<file path="src/rtl/multicycle_ctrl.sv">
// Moore control FSM for the multicycle RISC-V datapath: steps each instruction
// through fetch/decode/execute/memory/writeback and drives the datapath selects.
module multicycle_ctrl #(
  parameter int ALU_W = 4
) (
  input  logic             clk,
  input  logic             rst_n,
  input  logic [6:0]       op,
  input  logic [2:0]       funct3,
  input  logic             funct7b5,
  input  logic             zero,
  output logic             pc_write,
  output logic             adr_src,
  output logic             mem_write,
  output logic             ir_write,
  output logic [1:0]       result_src,
  output logic [1:0]       alu_src_a,
  output logic [1:0]       alu_src_b,
  output logic [1:0]       imm_src,
  output logic             reg_write,
  output logic [ALU_W-1:0] alu_control,
  output logic             illegal_op,
  output logic [3:0]       state_o
);

  typedef enum logic [3:0] {
    S_FETCH    = 4'd0,
    S_DECODE   = 4'd1,
    S_MEMADR   = 4'd2,
    S_MEMREAD  = 4'd3,
    S_MEMWB    = 4'd4,
    S_MEMWRITE = 4'd5,
    S_EXECR    = 4'd6,
    S_EXECI    = 4'd7,
    S_ALUWB    = 4'd8,
    S_BEQ      = 4'd9,
    S_JAL      = 4'd10
  } state_e;

  typedef enum logic [1:0] {
    AOP_ADD   = 2'd0,
    AOP_SUB   = 2'd1,
    AOP_FUNCT = 2'd2
  } aluop_e;

  localparam logic [6:0] OP_LW   = 7'b0000011;
  localparam logic [6:0] OP_SW   = 7'b0100011;
  localparam logic [6:0] OP_R    = 7'b0110011;
  localparam logic [6:0] OP_I    = 7'b0010011;
  localparam logic [6:0] OP_BEQ  = 7'b1100011;
  localparam logic [6:0] OP_JAL  = 7'b1101111;

  state_e state_q, state_d;
  aluop_e alu_op;

  always_comb begin
    state_d = S_FETCH;
    case (state_q)
      S_FETCH:  state_d = S_DECODE;
      S_DECODE: begin
        case (op)
          OP_LW, OP_SW: state_d = S_MEMADR;
          OP_R:         state_d = S_EXECR;
          OP_I:         state_d = S_EXECI;
          OP_BEQ:       state_d = S_BEQ;
          OP_JAL:       state_d = S_JAL;
          default:      state_d = S_FETCH;
        endcase
      end
      S_MEMADR:   state_d = (op == OP_SW) ? S_MEMWRITE : S_MEMREAD;
      S_MEMREAD:  state_d = S_MEMWB;
      S_EXECR,
      S_EXECI,
      S_JAL:      state_d = S_ALUWB;
      default:    state_d = S_FETCH;  // MEMWB, MEMWRITE, ALUWB, BEQ and the unused codes
    endcase
  end

  always_ff @(posedge clk) begin
    if (!rst_n) state_q <= S_FETCH;
    else        state_q <= state_d;
  end

  always_comb begin
    pc_write   = 1'b0;
    adr_src    = 1'b0;
    mem_write  = 1'b0;
    ir_write   = 1'b0;
    result_src = 2'b00;
    alu_src_a  = 2'b00;
    alu_src_b  = 2'b00;
    imm_src    = 2'b00;
    reg_write  = 1'b0;
    illegal_op = 1'b0;
    alu_op     = AOP_ADD;
    case (state_q)
      S_FETCH: begin
        ir_write   = 1'b1;
        pc_write   = 1'b1;
        alu_src_b  = 2'b10;
        result_src = 2'b10;
      end
      S_DECODE: begin
        alu_src_a = 2'b01;
        alu_src_b = 2'b01;
        case (op)
          OP_SW:   imm_src = 2'b01;
          OP_BEQ:  imm_src = 2'b10;
          OP_JAL:  imm_src = 2'b11;
          default: imm_src = 2'b00;
        endcase
        illegal_op = !(op inside {OP_LW, OP_SW, OP_R, OP_I, OP_BEQ, OP_JAL});
      end
      S_MEMADR: begin
        alu_src_a = 2'b10;
        alu_src_b = 2'b01;
      end
      S_MEMREAD:  adr_src = 1'b1;
      S_MEMWB: begin
        result_src = 2'b01;
        reg_write  = 1'b1;
      end
      S_MEMWRITE: begin
        adr_src   = 1'b1;
        mem_write = 1'b1;
      end
      S_EXECR: begin
        alu_src_a = 2'b10;
        alu_op    = AOP_FUNCT;
      end
      S_EXECI: begin
        alu_src_a = 2'b10;
        alu_src_b = 2'b01;
        alu_op    = AOP_FUNCT;
      end
      S_ALUWB:    reg_write = 1'b1;
      S_BEQ: begin
        alu_src_a = 2'b10;
        alu_op    = AOP_SUB;
        pc_write  = zero;
      end
      S_JAL: begin
        alu_src_a = 2'b01;
        alu_src_b = 2'b10;
        pc_write  = 1'b1;
      end
      default: ;
    endcase

    case (alu_op)
      AOP_SUB:   alu_control = 4'b0001;
      AOP_FUNCT: begin
        case (funct3)
          3'b000:  alu_control = (op[5] & funct7b5) ? 4'b0001 : 4'b0000;
          3'b001:  alu_control = 4'b0100;
          3'b010,
          3'b011:  alu_control = 4'b0101;
          3'b100:  alu_control = 4'b0110;
          3'b101:  alu_control = funct7b5 ? 4'b1000 : 4'b0111;
          3'b110:  alu_control = 4'b0011;
          default: alu_control = 4'b0010;
        endcase
      end
      default:   alu_control = 4'b0000;
    endcase

    // Reset overrides everything so no enable can fire while rst_n is low.
    if (!rst_n) begin
      pc_write    = 1'b0;
      adr_src     = 1'b0;
      mem_write   = 1'b0;
      ir_write    = 1'b0;
      result_src  = 2'b00;
      alu_src_a   = 2'b00;
      alu_src_b   = 2'b00;
      imm_src     = 2'b00;
      reg_write   = 1'b0;
      illegal_op  = 1'b0;
      alu_control = 4'b0000;
    end
  end

  assign state_o = state_q;

endmodule

</file>
<file path="config.mk">
export PLATFORM = sky130hd
export DESIGN_NAME = multicycle_ctrl
export DESIGN_NICKNAME = d
export VERILOG_FILES = /design/src/rtl/multicycle_ctrl.sv
export SDC_FILE = /design/constraint.sdc
export NUM_CORES = 1
export LEC_CHECK = 0
export CAP_MARGIN = 40
export CORE_UTILIZATION = 30
export DETAILED_ROUTE_END_ITERATION = 12
export GPL_ROUTABILITY_DRIVEN = 0
export GPL_TIMING_DRIVEN = 0
export PLACE_DENSITY = 0.74
export SLEW_MARGIN = 20
export SYNTH_ARGS = -nofsm -noshare
export SYNTH_HDL_FRONTEND = slang
export SYNTH_SLANG_ARGS = --single-unit
</file>
<file path="constraint.sdc">
create_clock -name clk -period 2.4 [get_ports clk]
set_clock_uncertainty 0.05 [all_clocks]
set_input_delay 0.48 -clock clk [delete_from_list [all_inputs] [get_ports clk]]
set_output_delay 0.48 -clock clk [all_outputs]
set_load 0.05 [all_outputs]
</file>
# Yosys cells after proc, flatten, opt, wreduce, memory -nomap -nowiden
# Index checks and enable logic that the tools add are counted.
# Widths: inputs -> output; s select.
[totals] reg_bits=4 in_bits=14 wordCells=70
[op_classes] n_eq_ne=24 n_mux=30 bitwise=1 n_reduce_logical=14
[op_table] op="$pmux 4 s5" count=2
[op_table] op="$pmux 4 s6" count=1
[op_table] op="$eq 4x3->1 const B" count=4
[op_table] op="$pmux 2 s2" count=4
[op_table] op="$eq 7x6->1 const B" count=2
[op_table] op="$eq 7x7->1 const B" count=2
[op_table] op="$reduce_or 2->1" count=7
[op_table] op="$eq 4x4->1 const B" count=3
[op_table] op="$mux 1" count=12
[op_table] op="$mux 2" count=5
[op_table] op="$eq 3x3->1 const B" count=3
[op_table] op="$eq 4x2->1 const B" count=2
[op_table] op="$mux 4" count=2
[op_table] op="$pmux 4 s2" count=1
[op_table] op="$eq 7x2->1 const B" count=1
[op_table] op="$eq 7x5->1 const B" count=1
[op_table] op="$eq 3x2->1 const B" count=2
[op_table] op="$pmux 2 s3" count=1
[op_table] op="$reduce_bool 6->1" count=1
[op_table] op="$reduce_or 3->1" count=2
[op_table] op="$eq 4x1->1 const B" count=1
[op_table] op="$logic_not 4->1" count=1
[op_table] op="$reduce_or 4->1" count=1
[op_table] op="$eq 3x1->1 const B" count=1
[op_table] op="other kinds (7)" count=7

# Logic depth before layout (Yosys ltp)
# Gate-level depths: netlist (run 1).
[logic_depth] depth_word=6 depth_mapped=7 mapped_depth_nobuf=6

# Worst setup path after synthesis (run 1)
# OpenSTA, ideal clock, no wires.
[synth_path] path_type="flip-flop to output port" from="reg state_q[1] (netlist: state_o[1])" to="out pc_write" t_arrival_ns=3.167 t_required_ns=1.870 setup_slack_ns=-1.297 path_stages_with_launch=5 cell_sequence="dfxtp_1 -> buf_2 -> xor2_1 -> nor4b_1 -> a31o_2"
[synth_between] elab_chain_cells=4
[synth_lines] item="from (decl)" line_no="53" text="state_e state_q, state_d;"
[synth_lines] item="from (signal assigned)" line_no="81" text="else state_q <= state_d;"
[synth_lines] item="$eq 4x4->1 / $logic_not 4->1 (equally long branches)" line_no="96" text="case (state_q)"
[synth_lines] item="$reduce_or 2->1 (no line)"
[synth_lines] item="$pmux 1 s2 *" line_no="96"
[synth_lines] item="$mux 1 *" line_no="168" text="if (!rst_n) begin"
[synth_lines] item="to (decl)" line_no="12" text="output logic pc_write,"
# Mark *: on every way between the ends. The rest lies on a longest branch, timed or not.

# Worst setup path after layout (run 1)
[layout_path] from="reg state_q[1] (netlist: state_o[1])" to="out alu_control[3]"
[layout_between] elab_chain_cells=6
[layout_lines] item="$eq 4x3->1" line_no="96"
[layout_lines] item="$reduce_or 2->1 (no line)"
[layout_lines] item="$pmux 2 s2 *" line_no="96"
[layout_lines] item="$eq 2x2->1 / $eq 2x1->1 (equally long branches)" line_no="150" text="case (alu_op)"
[layout_lines] item="$pmux 4 s2 *" line_no="150"
[layout_lines] item="$mux 4 *" line_no="168"
[layout_lines] item="to (decl)" line_no="21" text="output logic [ALU_W-1:0] alu_control,"
# Marks and branches as above.

==> results summary, run 1 <==
The run finished, with violations left. The checks that failed: setup timing. In this run the worst setup path begins at state_o[1]$_SDFF_PN0_.

Global routing consumed, over all layers together, 18.1% of the routing resources. The summed instance area of the synthesized netlist came out at 618 um2. No sink is reached through more buffers than the 2 on the longest clock path. The final cycle utilization of the critical path came out at 103%. The DRC violations left is 0. The count of hold-fix buffers inserted at cts came out at 0. The final critical path time including I/O delays and setup came out at 2480 ps. The number of sinks handled by clock tree synthesis is 4. The critical path data required time came out at 1870 ps. The number of pins exceeding their max-slew limit in the final report is 0.

From synthesis to final layout, the design area changed by 98.8%. Headroom to the max-slew limit came out at 67.0%. The tool flagged a number of max-cap violations equal to 0. The number of hold-slack violations in the final timing report came out at 0. The highest net fanout along the worst path came out at 4. CTS built an H-tree with a depth of 1. Clock-pin slew was measured on the worst setup and hold paths at 40 ps. The worst register-to-register path begins at state_o[3]$_SDFF_PN0_.

The number of antenna violations at the first check in global routing came out at 0. The post-route netlist has 42.6% of its cells at a drive strength greater than 1. The destination of the worst hold path is state_o[3]$_SDFF_PN0_. For this run, the post-layout net count is 153. The worst hold path begins at state_o[3]$_SDFF_PN0_. The final worst setup slack is -78.9 ps.

The setup slack at placement came out at -851 ps. The number of antenna-violating nets in the routed design is 0. The worst supply voltage drop on vdd is 285 uV. The flip-flop and latch area is 92.6 um2.

The total detailed-routing wirelength is 1.96 mm. 0 antenna diodes ended up in the layout. The die outline width came out at 47.4 um. The overall die area came out at 2250 um2. The tree is rooted in a sky130_fd_sc_hd__clkbuf_4. The starting density of the core is 31.8%. The critical path is of the flop to primary output type.

The total via count after detailed routing came out at 823. The setup check on the worst reg-to-reg path leaves a slack of 650 ps. The remaining global-route overflow came out at 0. The via count of the first global-routing pass came to 726. The number of rows in the core area came out at 16.

The nature of the critical path endpoint is a primary output. The worst register-to-register path ends at state_o[1]$_SDFF_PN0_. The number of flip-flops in the largest register came out at 4. Counting every instance in the synthesized netlist gives 90. In the final routed layout, each cell accounts on average for 12.0 um. The number of clock buffers added by TritonCTS is 3. The power after layout came out at 304 uW. Data arrives at the worst endpoint at 1950 ps. By count the netlist is led by sky130_fd_sc_hd__inv_1 (8), sky130_fd_sc_hd__nand2_1 (7), sky130_fd_sc_hd__a21oi_1 (6), sky130_fd_sc_hd__nor2_1 (6). The later pin in the worst-skew pair is clocked with a latency of 240 ps.

The height of the die is 47.4 um. The number of setup violations in the final report is 4. The combined area of the multi-input logic cells came out at 574 um2. After synthesis, the cell types taking the most area are sky130_fd_sc_hd__dfxtp_1 (13%), sky130_fd_sc_hd__and3b_1 (5.7%), sky130_fd_sc_hd__a21oi_1 (4.9%). The number of search-and-repair iterations in the first detailed-routing pass came out at 4. The half-perimeter wire length of the detailed placement result came out at 1.45 mm. Port buffering added 35 buffers.

The post-placement cell area is 1110 um2. The yosys synthesis warning count came out at 0. The cell with the most instances after synthesis is sky130_fd_sc_hd__inv_1. The number of different library cells in the post-synthesis netlist came out at 39. Entering global routing, the biggest net connects 11 pins. The fmax came out at 403 MHz. The proportion of register bits with asynchronous set or reset after synthesis is 0%. The number of cells traversed by the worst register-to-register path came out at 7. The count of filler cells inserted in the layout is 174.

The top cell type by area accounts for 13.0% of the synthesized area. The first global-routing pass estimated 2.86 mm of wire. TritonCTS built the clock tree. The most instantiated flip-flop cell in the synthesis netlist is sky130_fd_sc_hd__dfxtp_1.

The transition time at the pin with the least slew margin came out at 494 ps. Yosys mapped a number of flops with a built-in enable equal to 0. The synthesized design contains 4 register bits. After routing the design area is 1230 um2. The number of DRC markers in iteration 0 came out at 8.

The depth of the worst hold-timing path came out at 3. The worst setup path is launched from a flop. The power per cell area is 248 nW/um2. The leakage component of the power came out at 0.520 nW.

In this run the worst hold path is classified as flop to flop. The net count after synthesis came out at 106. The top-level I/O count came out at 36. Setup repair after global routing could not meet its margin everywhere.

The number of vias per cell is 5.05. The library cell with the largest summed area after synthesis is sky130_fd_sc_hd__dfxtp_1. The standard cell core area came out at 1940 um2. The mean instance size in the synthesized netlist is 6.87 um2. The sequential element share of the synthesized area came out at 13.0%.
-- where the power goes --
part | switching [mW] | internal, mW | leakage, nW
sequential | 0.00334 | 0.0661 | 0.0352
combinational | 0.0785 | 0.0643 | 0.470
clock | 0.0295 | 0.0625 | 0.0150
-- cells by family after synthesis --
| family | synth area share, % |
|---|---|
| AND/OR/NAND/NOR | 43.1 |
| buffers and inverters | 11.9 |
| adder cells (fa/ha/maj) | 4.05 |
| flip-flops | 13.0 |
| AO/OA/AOI/OAI | 20.6 |
| XOR/XNOR | 5.67 |
| multiplexers | 1.62 |
-- routing by layer --
layer  share of wire (%)  GRT usage, %
met2                  55          32.9
met3                 2.8          4.62
met4                   0          5.14
met5                   0             0
met1                  43          20.6
-- layout by cell type, fill, tap and decap left out, drive strengths merged, types with 6 or more instances in the layout --
master	synthesis	layout
buf	4	17
clkdlybuf4s50	0	14
clkbuf	4	10
inv	8	8
nand2	7	7
clkdlybuf4s15	0	7
a21oi	6	6
nor2	6	6
-- through the flow --
| step | TNS [ps] | instances | hold WS [ps] | util (%) |
|---|---|---|---|---|
| final | -157 | 163 | 607 | 63.3 |
| after global routing | -439 | 163 | 639 | 63.3 |
| after CTS | -156 | 160 | 603 | 60.8 |
| after detailed placement | -11200 | 152 | 606 | 57.3 |
| after global placement | -10940 | 152 | 604 | 57.3 |
| after floorplan | -78.8 | 90 | 600 | - |
-- how the worst max path moves through the flow --
stage / end / slack, ps / cells after the start
after global routing: alu_control[3] / -150 / 8
after CTS: alu_control[3] / -100 / 7
final: alu_control[3] / -80 / 7
after floorplan: alu_control[3] / -80 / 7
after detailed placement: illegal_op / -850 / 6
after global placement: illegal_op / -860 / 6
-- repair_timing --
action,CTS,global route
gates resized for setup,74,20
pin swaps,4,2
setup endpoints to repair,18,11
endpoints found under the hold margin,0,0
gates cloned,0,0
buffers inserted,5,3
-- critical path: stages (launching register included) --
cell                       delay [ps]
sky130_fd_sc_hd__dfxtp_4          350
sky130_fd_sc_hd__nand2b_4         140
sky130_fd_sc_hd__or3_4            360
sky130_fd_sc_hd__ha_4             230
sky130_fd_sc_hd__inv_2             50
sky130_fd_sc_hd__nand4_1          220
sky130_fd_sc_hd__nor3_4           190
sky130_fd_sc_hd__buf_6            180
-- cell type report --
type / count / area share (%)
plain buffers: 7 / 4.48
clock buffers: 4 / 2.14
inverters: 8 / 2.44
multi-input cells: 70 / 46.7
flip-flops and latches: 4 / 7.54
well taps: 27 / 2.75
repair buffers: 43 / 33.9
No activity file was read; power rests on OpenSTA's default activity.
==> inputs of run 2 (changes only) <==
--- a/config.mk
+++ b/config.mk
@@ -5,7 +5,9 @@
 export SDC_FILE = /design/constraint.sdc
 export NUM_CORES = 1
 export LEC_CHECK = 0
+export ABC_CLOCK_PERIOD_IN_PS = 2300
 export CAP_MARGIN = 40
+export CORE_MARGIN = 2
 export CORE_UTILIZATION = 30
 export DETAILED_ROUTE_END_ITERATION = 12
 export GPL_ROUTABILITY_DRIVEN = 0
==> constraint.sdc (replaced) <==
create_clock -name clk -period 2.3 [get_ports clk]
set_clock_uncertainty 0.05 [all_clocks]
set_input_delay 0.46 -clock clk [delete_from_list [all_inputs] [get_ports clk]]
set_output_delay 0.46 -clock clk [all_outputs]
set_load 0.05 [all_outputs]
==> run 2 against run 1 <==
Effect of this change:
- the run still ends with setup timing left
- die area grew 8.6%
- critical path type unchanged
- utilization grew 0.50 points
- via count decreased by 1.8%
- sequential power is 4.3% higher
- combinational power about the same
- total power is 2.1% higher
- global-route usage decreased by 2.2 points
- setup slack lost 110 ps
- non-clock buffer count stayed put
==> results summary, run 2 (synthesized netlist as in run 1, its figures left out) <==
STA classifies the critical path startpoint as a flop. Setup repair after global routing could not meet its margin everywhere. The via count of the first global-routing pass is 717. The data arrival at the endpoint of the critical path is 1970 ps. The half-perimeter wire length of the detailed placement result came out at 1.41 mm. The total detailed-routing wirelength is 1.89 mm. The worst supply voltage drop on vdd is 157 uV. The worst setup path is of the flop to primary output kind.

For the pin with the worst max-slew slack, the measured transition is 499 ps. The number of hold-slack violations in the final timing report was 0. The flow ran to the end, but the final reports show violations. The worst slew slack as a fraction of its limit came out at 66.6%. The remaining global-route overflow is 0.

Clock tree synthesis selected as its root buffer the cell sky130_fd_sc_hd__clkbuf_4. The power per cell area is 248 nW/um2. The first detailed-routing pass ran for 4 iterations. The number of antenna violations at the first check in global routing is 0.

The worst hold path belongs to the class flop to flop. The commonest non-fill, non-tap cell in the layout is sky130_fd_sc_hd__clkdlybuf4s50_1. The routed length per instance is 11.6 um. The clock latency of the later-clocked register in the worst-skew pair came out at 240 ps. STA classifies the critical path endpoint as a primary output. The number of hold buffers added after CTS was 0.

Subtracting the final worst setup slack from the clock period gives 2480 ps. Relative to the synthesized area, the layout overhead comes to 102%. Across the run, the number of max-cap violations was 0.

In this run the worst path has a maximum fanout of 4. Across all layers, the routed design uses 808 vias. The final cycle utilization of the critical path came out at 108%.

During placement, the flow inserted port buffers numbering 35. The post-route netlist has 42.6% of its cells at a drive strength greater than 1. Setup violations remaining at the end of the flow were counted as 4.

The checks that failed: setup timing. In the layout the commonest cells are sky130_fd_sc_hd__clkdlybuf4s50_1 (14), sky130_fd_sc_hd__buf_6 (9), sky130_fd_sc_hd__buf_4 (9). The clock edge transition at the registers on the reported setup and hold paths came out at 40 ps.

In this run, the number of DRC markers left after iteration 0 of detailed routing was 10. The number of antenna-violating nets in the routed design is 0. The pin count of the biggest net entering global routing is 11. Global routing consumed, over all layers together, 15.9% of the routing resources. Timing analysis after detailed placement gives a worst setup slack of -913 ps. The DRC violations left is 0. The total clock buffers created by CTS is 3. The clock passes through at most 2 buffers. The count of filler cells inserted in the layout came out at 185. The post-layout instance area came out at 1250 um2. The starting density of the core came out at 31.5%.

The die outline width is 49.4 um. The count of nets after finishing is 153. The floorplan has 16 rows. The number of sinks handled by clock tree synthesis came out at 4. The placed instances occupy a cell area of 1120 um2.

The number of vias per cell came out at 4.96. Pin placement for this block handled 36 I/O pins. For the worst setup path, the data required time is 1790 ps. The height of the die is 49.4 um. The diode insertion count for antenna repair is 0.

The number of pins exceeding their max-slew limit in the final report came out at 0. The fmax came out at 403 MHz. The die covers 2440 um2. The CTS tree is built.

The analysis attributes to cell leakage a power of 0.526 nW. The depth of the CTS H-tree is 1. The register with the most flip-flops in the layout has 4 of them.

The standard cell core area is 1960 um2. The final worst setup slack came out at -184 ps. The first-pass GRT wire length came out at 3.12 mm.
## run 2: path summary, 6_finish.rpt
| check | start | to | slack, ps | cells past startpoint |
|---|---|---|---|---|
| hold / removal | state_o[3]$_SDFF_PN0_ | state_o[3]$_SDFF_PN0_ | 580 | 3 |
| setup reg to reg | state_o[3]$_SDFF_PN0_ | state_o[1]$_SDFF_PN0_ | 670 | 6 |
| setup / recovery | state_o[1]$_SDFF_PN0_ | alu_control[1] | -180 | 8 |
| hold reg to reg | state_o[3]$_SDFF_PN0_ | state_o[3]$_SDFF_PN0_ | 580 | 3 |
## run 2: report_power, final
group | switching (mW) | internal (mW)
Clock | 0.0287 | 0.0651
Combinational | 0.0811 | 0.0633
Sequential | 0.00342 | 0.0690
## run 2: worst max-delay path: stages, from the launching register on
cell                       delay (ps)
sky130_fd_sc_hd__dfxtp_4          340
sky130_fd_sc_hd__nand2b_4         140
sky130_fd_sc_hd__or3_4            360
sky130_fd_sc_hd__ha_4             230
sky130_fd_sc_hd__inv_2             50
sky130_fd_sc_hd__nand4_1          180
sky130_fd_sc_hd__buf_4            210
sky130_fd_sc_hd__nor2_4            80
sky130_fd_sc_hd__buf_8            150
## run 2: final cells by class
type	instances	area, um2	area share [%]
multi-input cells	70	586	46.8
repair buffers	43	428	34.2
flip-flops and latches	4	92.6	7.40
plain buffers	7	55.1	4.40
well taps	27	33.8	2.70
inverters	8	30.0	2.40
clock buffers	4	26.3	2.10
## run 2: metrics by stage
step / hold WS (ps) / TNS, ps / power (mW) / utilization [%] / std cells
2_1_floorplan: 580 / -159 / 0.157 / - / 90
5_1_grt: 619 / -696 / 0.325 / 63.8 / 163
3_3_place_gp: 606 / -12260 / 0.210 / 57.1 / 152
6_report: 576 / -437 / 0.311 / 63.8 / 163
3_5_place_dp: 612 / -12300 / 0.212 / 57.1 / 152
4_1_cts: 579 / -545 / 0.310 / 61.5 / 160
## run 2: timing repair
item / 4_1_cts / 5_1_grt
gates cloned: 0 / 0
hold endpoints to repair: 0 / 0
gates resized for setup: 85 / 16
setup buffers: 5 / 3
pin swaps: 5 / 4
setup endpoints to repair: 18 / 14
## run 2: routing by layer
metal | track usage, % | part of all wire [%] | vias up
met5 | 0 | 0 | -
met4 | 6.94 | 1.7 | 0
met3 | 0.307 | 5.9 | 6
met2 | 27.9 | 50 | 34
met1 | 20.3 | 42 | 356
li1 | - | - | 412
